[src/rtl/acc_alu_seq.sv]
// Sequential accumulator ALU: a three-state FSM drives an external 8-bit adder.
// The accumulator and flags are written only on the edge that leaves EXEC.
module acc_alu_seq #(
  parameter logic [7:0] ACC_RESET = 8'h00
) (
  input  logic       clk,
  input  logic       reset,
  input  logic       start,
  input  logic [1:0] op,
  input  logic [7:0] operand,
  output logic [7:0] add_a,
  output logic [7:0] add_b,
  output logic       add_sub,
  input  logic [7:0] add_sum,
  input  logic       add_cout,
  output logic [7:0] acc,
  output logic       flag_z,
  output logic       flag_c,
  output logic       flag_n,
  output logic       flag_v,
  output logic       busy,
  output logic       done
);

  typedef enum logic [1:0] {
    IDLE = 2'd0,
    EXEC = 2'd1,
    DONE = 2'd2
  } state_t;

  localparam logic [1:0] OP_ADD  = 2'b00;
  localparam logic [1:0] OP_SUB  = 2'b01;
  localparam logic [1:0] OP_LOAD = 2'b10;
  localparam logic [1:0] OP_CLR  = 2'b11;

  state_t     state_q, state_d;
  logic [1:0] op_q, op_d;
  logic [7:0] opnd_q, opnd_d;
  logic [7:0] acc_q, acc_d;
  logic       z_q, z_d, c_q, c_d, n_q, n_d, v_q, v_d;
  logic       busy_q, busy_d, done_q, done_d;
  logic [7:0] beff;

  // Adder inputs come straight from registers so they hold steady through EXEC.
  assign add_a   = acc_q;
  assign add_b   = opnd_q;
  assign add_sub = (state_q == EXEC) && (op_q == OP_SUB);
  assign beff    = opnd_q ^ {8{add_sub}};

  always_comb begin
    state_d = state_q;
    op_d    = op_q;
    opnd_d  = opnd_q;
    acc_d   = acc_q;
    z_d     = z_q;
    c_d     = c_q;
    n_d     = n_q;
    v_d     = v_q;
    case (state_q)
      IDLE: begin
        if (start) begin
          state_d = EXEC;
          op_d    = op;
          opnd_d  = operand;
        end
      end
      EXEC: begin
        state_d = DONE;
        case (op_q)
          OP_ADD, OP_SUB: begin
            acc_d = add_sum;
            c_d   = add_cout;
            z_d   = (add_sum == 8'h00);
            n_d   = add_sum[7];
            v_d   = (acc_q[7] == beff[7]) && (add_sum[7] != acc_q[7]);
          end
          OP_LOAD: begin
            acc_d = opnd_q;
            z_d   = (opnd_q == 8'h00);
            n_d   = opnd_q[7];
            c_d   = 1'b0;
            v_d   = 1'b0;
          end
          default: begin
            acc_d = 8'h00;
            z_d   = 1'b1;
            n_d   = 1'b0;
            c_d   = 1'b0;
            v_d   = 1'b0;
          end
        endcase
      end
      DONE:    state_d = IDLE;
      default: state_d = IDLE;
    endcase
    busy_d = (state_d != IDLE);
    done_d = (state_d == DONE);
  end

  always_ff @(posedge clk) begin
    if (reset) begin
      state_q <= IDLE;
      op_q    <= 2'b00;
      opnd_q  <= 8'h00;
      acc_q   <= ACC_RESET;
      z_q     <= 1'b0;
      c_q     <= 1'b0;
      n_q     <= 1'b0;
      v_q     <= 1'b0;
      busy_q  <= 1'b0;
      done_q  <= 1'b0;
    end else begin
      state_q <= state_d;
      op_q    <= op_d;
      opnd_q  <= opnd_d;
      acc_q   <= acc_d;
      z_q     <= z_d;
      c_q     <= c_d;
      n_q     <= n_d;
      v_q     <= v_d;
      busy_q  <= busy_d;
      done_q  <= done_d;
    end
  end

  assign acc    = acc_q;
  assign flag_z = z_q;
  assign flag_c = c_q;
  assign flag_n = n_q;
  assign flag_v = v_q;
  assign busy   = busy_q;
  assign done   = done_q;

endmodule

[config.mk]
export PLATFORM = sky130hd
export DESIGN_NAME = acc_alu_seq
export DESIGN_NICKNAME = d
export VERILOG_FILES = /design/src/rtl/acc_alu_seq.sv
export SDC_FILE = /design/constraint.sdc
export NUM_CORES = 1
export LEC_CHECK = 0
export ABC_CLOCK_PERIOD_IN_PS = 1350
export CAP_MARGIN = 20
export CORE_UTILIZATION = 50
export DETAILED_ROUTE_END_ITERATION = 16
export DONT_BUFFER_PORTS = 1
export PLACE_DENSITY_LB_ADDON = 0.12
export SLEW_MARGIN = 40
export SYNTH_ARGS = -nofsm -noshare
export SYNTH_HDL_FRONTEND = slang
export SYNTH_SLANG_ARGS = --single-unit
[constraint.sdc]
create_clock -name clk -period 1.35 [get_ports clk]
set_clock_uncertainty 0.1 [all_clocks]
set_input_delay 0.2025 -clock clk [delete_from_list [all_inputs] [get_ports clk]]
set_output_delay 0.2025 -clock clk [all_outputs]
set_load 0.005 [all_outputs]
Word level (Yosys, flattened, before mapping)
Cells that the tools add are included.
Cells by class
  add/sub/neg operators: 0
  multiply operators: 0
  divide/modulo/power cells: 0
  $lt $le $gt $ge: 0
  eq/ne operators: 6
  shifts and indexed selects: 0
  mux-type cells: 7
  bitwise logic cells: 1
  reductions and logical operators: 9
Operators by type and width (number)
  zero test 8 bit: 2
  case mux 8 bit (2 select lines): 1
  bitwise XOR 8 bit: 1
  equality test 2 x 1 -> 1 bit, second input constant: 2
  equality test 2 bit, second input constant: 2
  zero test 2 bit: 2
  case mux 1 bit (2 select lines): 2
  case mux 2 bit (2 select lines): 1
  logical AND 1 bit: 2
  2-to-1 mux 1 bit: 2
  2-to-1 mux 2 bit: 1
  AND reduction 2 bit: 1
  nonzero test 2 bit: 1
  OR reduction 2 bit: 1
  equality test 1 bit: 1
  != test 1 bit: 1
Storage, ports and cells
  register bits after elaboration: 26
  bits in latches: 0
  memory bits (writable): 0
  ROM bits: 0
  input port bits: 22
  word-level logic and storage cells: 33
  memories: 0

Depth between registers and ports, before layout
Gate-level depths: netlist of run 1.
  depth after elaboration: 6
  mapped depth: 5
  depth with buffers taken out: 3

Worst setup path before layout of run 1
Ideal clock, no wire load.
  path kind: reg-to-output
  start point: reg state_q[1]
  end point: out add_sub
  arrival time: 889 ps
  data required time: 1048 ps
  path slack: 159 ps
  cell stages (with the launch flop): 5
  buffers on the path: 2
  cells stage by stage: dfxtp_1 > nor2b_4 > buf_6 > buf_8 > and3_1
Between the ends
  word-level cells in the longest chain between the ends: 2
RTL lines
  from (decl): RTL line 36  | state_t state_q, state_d;
  from (signal assigned): RTL line 113  | state_q <= state_d;
  equality test 2 x 1 -> 1 bit: RTL line 47  | assign add_sub = (state_q == EXEC) && (op_q == OP_SUB);
  logical AND 1 bit: RTL line 47
  to (decl): RTL line 13  | output logic add_sub,
No other way between the ends.

Worst setup path in the final report of run 1
  start point: reg op_q[1]
  end point: out add_sub
Between the ends
  word-level cells in the longest chain between the ends: 2
RTL lines
  from (decl): RTL line 37  | logic [1:0] op_q, op_d;
  from (signal assigned): RTL line 114  | op_q <= op_d;
  equality test 2 x 1 -> 1 bit: RTL line 47
  logical AND 1 bit: RTL line 47
No other way between the ends.

==> results of run 1 <==
kinds of logic after synthesis:
logic type	synth area share
xor gates and xnor gates	0.00777
AOI/OAI and AO/OA	0.0921
and+or+nand+nor	0.260
muxes	0.0977
DFF	0.426
buffers and inverters	0.117
power groups by stage:
stage	clock network (W)	registers, W	logic [W]
3_3_place_gp	0	0.000826	0.000177
5_1_grt	0.000426	0.000822	0.000229
2_1_floorplan	0	0.000811	0.000185
6_report	0.000390	0.000812	0.000207
3_5_place_dp	0	0.000828	0.000178
4_1_cts	0.000392	0.000811	0.000193
worst paths after layout:
kind,endpoint,slack [ps]
max,add_sub,10
min,flag_c,-180
max reg2reg,flag_z,90
min reg2reg,flag_c,380
per-layer routing:
layer,vias up,track usage,part of all wire
met4,0,0.100,0.021
met1,380,0.236,0.45
met5,-,0,0
met2,30,0.320,0.45
met3,5,0.0802,0.078
li1,407,-,-
through the flow:
| stage | std cells | hold WS, ps | setup WS (ps) | cell area (um2) | TNS [ps] |
|---|---|---|---|---|---|
| after floorplan | 118 | 181 | 159 | 1130 | 0 |
| after global placement | 136 | 168 | 124 | 1110 | 0 |
| after detailed placement | 136 | 168 | 41.4 | 1110 | 0 |
| after CTS | 143 | -188 | 5.30 | 1180 | 0 |
| after global routing | 146 | -199 | -15.6 | 1220 | -15.6 |
| final | 146 | -181 | 11.9 | 1220 | 0 |
placed cells by master, fill, tap and decap left out, types with 2 or more instances in the layout:
cell	count
nand2_1	8
a311oi_1	7
nand3b_1	7
nand2b_1	3
nor4_2	2
dfxtp_1	19
mux2i_1	11
dfxtp_2	4
clkbuf_4	3
nor4_1	3
buf_4	12
nor2b_1	2
nor2_1	20
what timing repair did:
item	in CTS	in global routing
gates resized for setup	9	4
hold endpoints to repair	22	22
pin swaps	0	2
endpoints found under the setup margin	1	3
buffers inserted	3	3
gates cloned	0	0
flip-flops by register name (all words and copies together), names as in the netlist:
| register | flops |
|---|---|
| add_b | 8 |
| state_q | 2 |
| busy | 1 |
| acc | 8 |
| op_q | 2 |
| flag_c | 1 |
| flag_v | 1 |
| flag_z | 1 |
synth_stat cells, drive strengths merged:
library cell,count
dfxtp,24
nor2,20
buf,14
mux2i,11
nand2,8
a311oi,7
nand3b,7
nor4,5
clkbuf,3
nand2b,3
nor2b,3
nor3b,2
a2111oi,1
a211oi,1
a21oi,1
a221oi,1
a31o,1
and3,1
inv,1
nand3,1
nor3,1
or2,1
xnor2,1
cell type report:
| cell class | instances | area, um2 |
|---|---|---|
| sequential | 24 | 489 |
| tap | 27 | 33.8 |
| timing repair buffer | 14 | 121 |
| multi-input combinational | 76 | 533 |
| clock buffer | 4 | 36.3 |
| fill | 191 | 822 |
| inverter | 1 | 6.26 |
==> results.yml, run 1 <==
worst_setup_path:
  cp_cell_sequence: "inv_4, buf_6, and3_4"
  critPathCaptureType: "output port"
  critical_path_peak_fanout: 4
  cp.required_ps: 1050
  worstSetupStartpointType: "flop"
  r2r_start: "add_b[2]"
  critical_path_class: "flop to output port"
  cp_slowest_cell: "dfxtp_4"
  arrival_ps: 1040
  worstSetupStartpoint: "op_q[1]"
  path_buf_inv: 2
  slowest_delay_ps: 370
  worstRegToRegCells: 3
  crit_family: "flip-flops"
  path_depth: 3
yosys:
  syn_nets: 140
  synth_area_leaders: "dfxtp_1 (43%), mux2i_1 (9.8%), nor2_1 (6.7%)"
  synthCells: 118
  synth_cell_types: 30
  yosysTopAreaCell: "dfxtp_1"
  yosys_warnings: 0
  syn_area_per_cell_um2: 9.55
  synth_area_um2: 1130
  synth_top_area_frac: 0.426
  ys_ff_latch: 24
  ys_seq_area_frac: 0.426
routing:
  first_iter_violations: 9
  wl_per_cell_um: 15.5
  drt-total-wl_mm: 2.26
  firstDrtPassIters: 4
  drc: 0
  vias_per_cell: 5.63
  vias: 822
  drtAntennaViolNets: 0
grt:
  grt_pass1_wl_mm: 3.67
  grt_overflow: 0
  gr-usage-all-layers: 0.202
  antenna_found_initial: 0
  grt_pass1_vias: 783
  grt_max_degree: 24
placed_design:
  gp_congestion: 0.760
  place_hpwl_mm: 1.60
  port_buffers: 0
hold_path:
  hold_depth: 1
  hp-class: "input pin to flop"
  worstHoldStart: "reset"
sta:
  fmax_mhz: 747
  whs_ps: -181
  slew_headroom: 0.760
  worstMarginPinSlew_ps: 357
  setup_violations: 0
  period_share: 0.991
  rsz0062_at_grt: "yes"
  drv_slew: 0
  hold_viol_final: 22
  fin_crit_ps: 1340
outcome:
  status: "complete, but fails checks"
  violations: "hold timing"
cells_and_area:
  syn2layout_area_growth_pct: 8.21
  final_nets: 142
  final_layout_size_suffix_gt1_frac: 0.286
  post-route-util: 0.597
  num_antenna_cells: 0
floorplan:
  io_pins: 53
  fp.dieW_um: 49.5
  start_util: 0.552
  die-area_um2: 2450
  row_count: 16
  die_y_um: 49.5
  coreArea_um2: 2040
power:
  combPwrFrac: 0.147
  p_sw_w: 0.000371
  p_clk_frac: 0.277
  sw_frac_of_total: 0.264
  finalPower_w: 0.00141
  internal-power_w: 0.00104
  ir_drop_uv: 812
  p_leak_nw: 0.470
  p_seq_frac: 0.577
  powerDensity_nw_per_um2: 1150
clock_network:
  clk_latency_ps: 330
  numCtsBuffers: 3
  cts_buffer_depth: 2
  htreeDepth: 1
  cts-root-buf: "clkbuf_4"
  cts.clk_slew.worst_paths_ps: 130
  cts_tree: "built"
  clock_sink_count: 24
flow_run:
  cap_violations: 0
Power figures use the tool's default switching activity.
==> run 2, diff against run 1 <==
- ABC_CLOCK_PERIOD_IN_PS: 1350 -> 1700
- clock period: 1.35 -> 1.7 ns (I/O delays scaled with it)
==> results.yml, run 2 (synthesis results as in run 1) <==
placed_design:
  port_buffers: 0
  gp_congestion: 0.771
  placed_cell_area_um2: 1050
  dpl.cell_count: 130
  place_hpwl_mm: 1.52
power:
  p_leak_nw: 0.481
  combPwrFrac: 0.155
  p_seq_frac: 0.614
  internal-power_w: 0.000775
  p_clk_frac: 0.231
  powerDensity_nw_per_um2: 836
  sw_frac_of_total: 0.268
  ir_drop_uv: 541
  p_sw_w: 0.000283
cells_and_area:
  finalNonFillerCells: 153
  final_nets: 150
  final_layout_size_suffix_gt1_frac: 0.119
  design_area_um2: 1260
  final_common_cell: "dfxtp_1"
  final_cell_mix: "dfxtp_1 (23), nor2_1 (20), dlygate4sd3_1 (18)"
  multi_input_area_um2: 515
  num_antenna_cells: 0
  seqCellArea_um2: 482
  fillCellCount: 192
  post-route-util: 0.619
  syn2layout_area_growth_pct: 12.2
routing:
  vias: 865
  first_iter_violations: 9
  firstDrtPassIters: 2
  drtAntennaViolNets: 0
  drc: 0
  wl_per_cell_um: 15.2
  vias_per_cell: 5.65
  drt-total-wl_mm: 2.33
worst_setup_path:
  arrival_ps: 1130
  worstSetupStartpointType: "flop"
  critPathCaptureType: "output port"
  critical_path_peak_fanout: 11
  cp.required_ps: 1340
  critical_path_class: "flop to output port"
clock_network:
  cts-root-buf: "clkbuf_4"
  cts_tree: "built"
  htreeDepth: 1
  numCtsBuffers: 3
  cts.clk_slew.worst_paths_ps: 120
  clk_latency_ps: 310
  clock_sink_count: 24
  cts_buffer_depth: 2
grt:
  use_met1: 0.276
  grt_max_degree: 23
  gr-usage-all-layers: 0.203
  use_met3: 0.0463
  grt_util_met2: 0.313
  grt_pass1_wl_mm: 3.80
  grt_overflow: 0
  top_usage_layer: "met2"
  grt_pass1_vias: 826
  antenna_found_initial: 0
floorplan:
  die_y_um: 49.5
  die-area_um2: 2450
  coreArea_um2: 2040
  io_pins: 53
  row_count: 16
  fp.dieW_um: 49.5
  start_util: 0.552
sta:
  fin_crit_ps: 1490
  drv_slew: 0
  rsz0062_at_grt: "no"
  hold_viol_final: 0
  fmax_mhz: 673
  setup_tns_ps: 0
  period_share: 0.874
  setup_violations: 0
  slew_headroom: 0.710
  worstMarginPinSlew_ps: 423
  whs_ps: 60.9
outcome:
  status: "complete, no violations"
flow_run:
  cap_violations: 0
hold_path:
  hp-class: "input pin to flop"
[run 2: cell types whose count changed in the layout (fill, tap and decap cells not counted), sizes merged]
cell         delta
clkbuf          -1
dlygate4sd3    +18
buf            -10
[run 2: cell type report]
cell class                 instances  share of cell area
clock buffer                       3              0.0178
inverter                           1             0.00297
multi-input combinational         76               0.408
sequential                        24               0.381
tap                               27              0.0267
timing repair buffer              22               0.164
[run 2: repair_timing]
action / in CTS / in global routing
resized for setup: 0 / 1
endpoints found under the setup margin: 1 / 1
endpoints found under the hold margin: 22 / 1
buffers inserted: 1 / 0
hold buffers: 18 / 1
[run 2: final timing paths]
kind / startpoint / end / slack, ps / cells after the start
max: op_q[1] / add_sub / 210 / 2
min: add_sum[0] / acc[0] / 60 / 2
max reg2reg: op_q[1] / flag_z / 360 / 3
min reg2reg: flag_c / flag_c / 390 / 2
[run 2: critical path, cell delays in order, from the launching register on]
cell and delay, ps:
dfxtp_2 450, inv_1 150, and3_1 220
[run 2: power by group through the flow]
stage	combinational [W]	clock (W)	sequential (W)
after floorplan	0.000147	0	0.000644
after CTS	0.000163	0.000249	0.000649
after detailed placement	0.000118	0	0.000662
after global placement	0.000117	0	0.000661
after global routing	0.000182	0.000278	0.000657
final	0.000164	0.000244	0.000649
[run 2: per-stage QoR]
step | power (W) | setup WS [ps]
final | 0.00106 | 214
after global routing | 0.00112 | 146
after CTS | 0.00106 | 11.3
after detailed placement | 0.000780 | 277
after global placement | 0.000778 | 359
after floorplan | 0.000791 | 456
[run 2: layer usage]
metal  vias to the layer above  share of wire  wire (um)
met4                         0          0.012         27
met1                       403           0.49       1140
met3                         4          0.057        133
li1                        426              -          -
met2                        32           0.44       1030
met5                         -              0          0
==> run 3, diff against run 2 <==
--- a/config.mk
+++ b/config.mk
@@ -9,6 +9,8 @@
 export CAP_MARGIN = 20
 export CORE_UTILIZATION = 50
+export CTS_CLUSTER_SIZE = 16
 export DETAILED_ROUTE_END_ITERATION = 16
 export DONT_BUFFER_PORTS = 1
+export GPL_ROUTABILITY_DRIVEN = 0
 export PLACE_DENSITY_LB_ADDON = 0.12
 export SLEW_MARGIN = 40
==> constraint.sdc (replaced) <==
create_clock -name clk -period 1.7 [get_ports clk]
set_clock_uncertainty 0.1 [all_clocks]
set_input_delay 0.34 -clock clk [delete_from_list [all_inputs] [get_ports clk]]
set_output_delay 0.34 -clock clk [all_outputs]
set_load 0.005 [all_outputs]
==> results.yml, run 3 (synthesis results as in run 1) <==
outcome:
  status: "complete, no violations"
worst_setup_path:
  worstSetupStartpointType: "flop"
  critical_path_class: "flop to flop"
  critical_path_peak_fanout: 18
  cp.required_ps: 1870
  critPathCaptureType: "flop"
  worstRegToRegCells: 5
  arrival_ps: 1780
clock_network:
  clock_sink_count: 24
  post_cts_buffers: 0
  htreeDepth: 1
  cts_tree: "built"
  clk_latency_ps: 320
  cts.clk_slew.worst_paths_ps: 130
  numCtsBuffers: 3
  cts-root-buf: "clkbuf_4"
  cts_buffer_depth: 2
sta:
  slew_headroom: 0.733
  setup_tns_ps: 0
  rsz0062_at_grt: "no"
  worstMarginPinSlew_ps: 390
  drv_slew: 0
  setup_violations: 0
  hold_viol_final: 0
  fmax_mhz: 622
  period_share: 0.946
  whs_ps: 57.6
  fin_crit_ps: 1610
cells_and_area:
  final_cell_mix: "dfxtp_1 (21), nor2_1 (20), mux2i_1 (11)"
  final_nets: 133
  fillCellCount: 194
  final_common_cell: "dfxtp_1"
  syn2layout_area_growth_pct: -0.554
  multi_input_area_um2: 518
  num_antenna_cells: 0
  final_layout_size_suffix_gt1_frac: 0.173
  seqCellArea_um2: 484
hold_path:
  hp-class: "input pin to flop"
  hold_depth: 2
floorplan:
  fp.dieW_um: 49.5
  start_util: 0.552
  row_count: 16
  die-area_um2: 2450
  coreArea_um2: 2040
  io_pins: 53
  die_y_um: 49.5
power:
  p_leak_nw: 0.422
  powerDensity_nw_per_um2: 969
  ir_drop_uv: 553
grt:
  grt_overflow: 0
  grt_pass1_wl_mm: 3.49
  gr-usage-all-layers: 0.195
  grt_max_degree: 22
  antenna_found_initial: 0
  grt_pass1_vias: 709
routing:
  first_iter_violations: 20
  vias: 781
  drc: 0
  drtAntennaViolNets: 0
  wl_per_cell_um: 15.7
  vias_per_cell: 5.70
  firstDrtPassIters: 4
  drt-total-wl_mm: 2.15
flow_run:
  cap_violations: 0
placed_design:
  port_buffers: 0
  place_hpwl_mm: 1.54
## run 3: final cells by class
| class | count | area share |
|---|---|---|
| multi-input cells | 76 | 0.462 |
| inverters | 1 | 0.00335 |
| clock buffers | 4 | 0.0324 |
| flip-flops and latches | 24 | 0.432 |
| well taps | 27 | 0.0301 |
| repair buffers | 5 | 0.0402 |
## run 3: final timing paths
path / from / to / slack (ps)
setup / recovery: state_q[0] / flag_c / 90
hold / removal: op[1] / op_q[1] / 60
setup reg to reg: state_q[0] / flag_c / 90
hold reg to reg: acc[4] / acc[4] / 450
## run 3: power by group
group	internal [W]	total (W)	switching (W)
sequential	0.000601	0.000649	0.0000480
clock	0.000131	0.000304	0.000172
combinational	0.0000676	0.000133	0.0000655
## run 3: metrics by stage
step / utilization / area [um2] / worst slack, ps / std cells / total power, W
6_report: 0.549 / 1120 / 92.1 / 137 / 0.00109
5_1_grt: 0.549 / 1120 / 5.42 / 137 / 0.00114
4_1_cts: 0.545 / 1110 / 2.56 / 137 / 0.00110
3_5_place_dp: 0.517 / 1060 / 303 / 131 / 0.000783
3_3_place_gp: 0.517 / 1060 / 366 / 131 / 0.000779
2_1_floorplan: - / 1130 / 371 / 118 / 0.000791
## run 3: repair_timing
action,in CTS,in global routing
hold buffers,2,0
endpoints found under the setup margin,1,1
resized for setup,1,5
endpoints found under the hold margin,22,0
## run 3: per-layer routing
layer / GRT usage / vias up / share of wire
met4: 0.114 / 0 / 0.026
met2: 0.274 / 33 / 0.42
li1: - / 387 / -
met3: 0.0679 / 5 / 0.081
met5: 0 / - / 0
met1: 0.255 / 356 / 0.47
## run 3: worst max-delay path: stages (launching register included)
cell and delay [ps]:
dfxtp_2 370, nor2b_4 160, buf_8 160, nand3_2 90
a21oi_2 130, dlygate4sd3_1 540
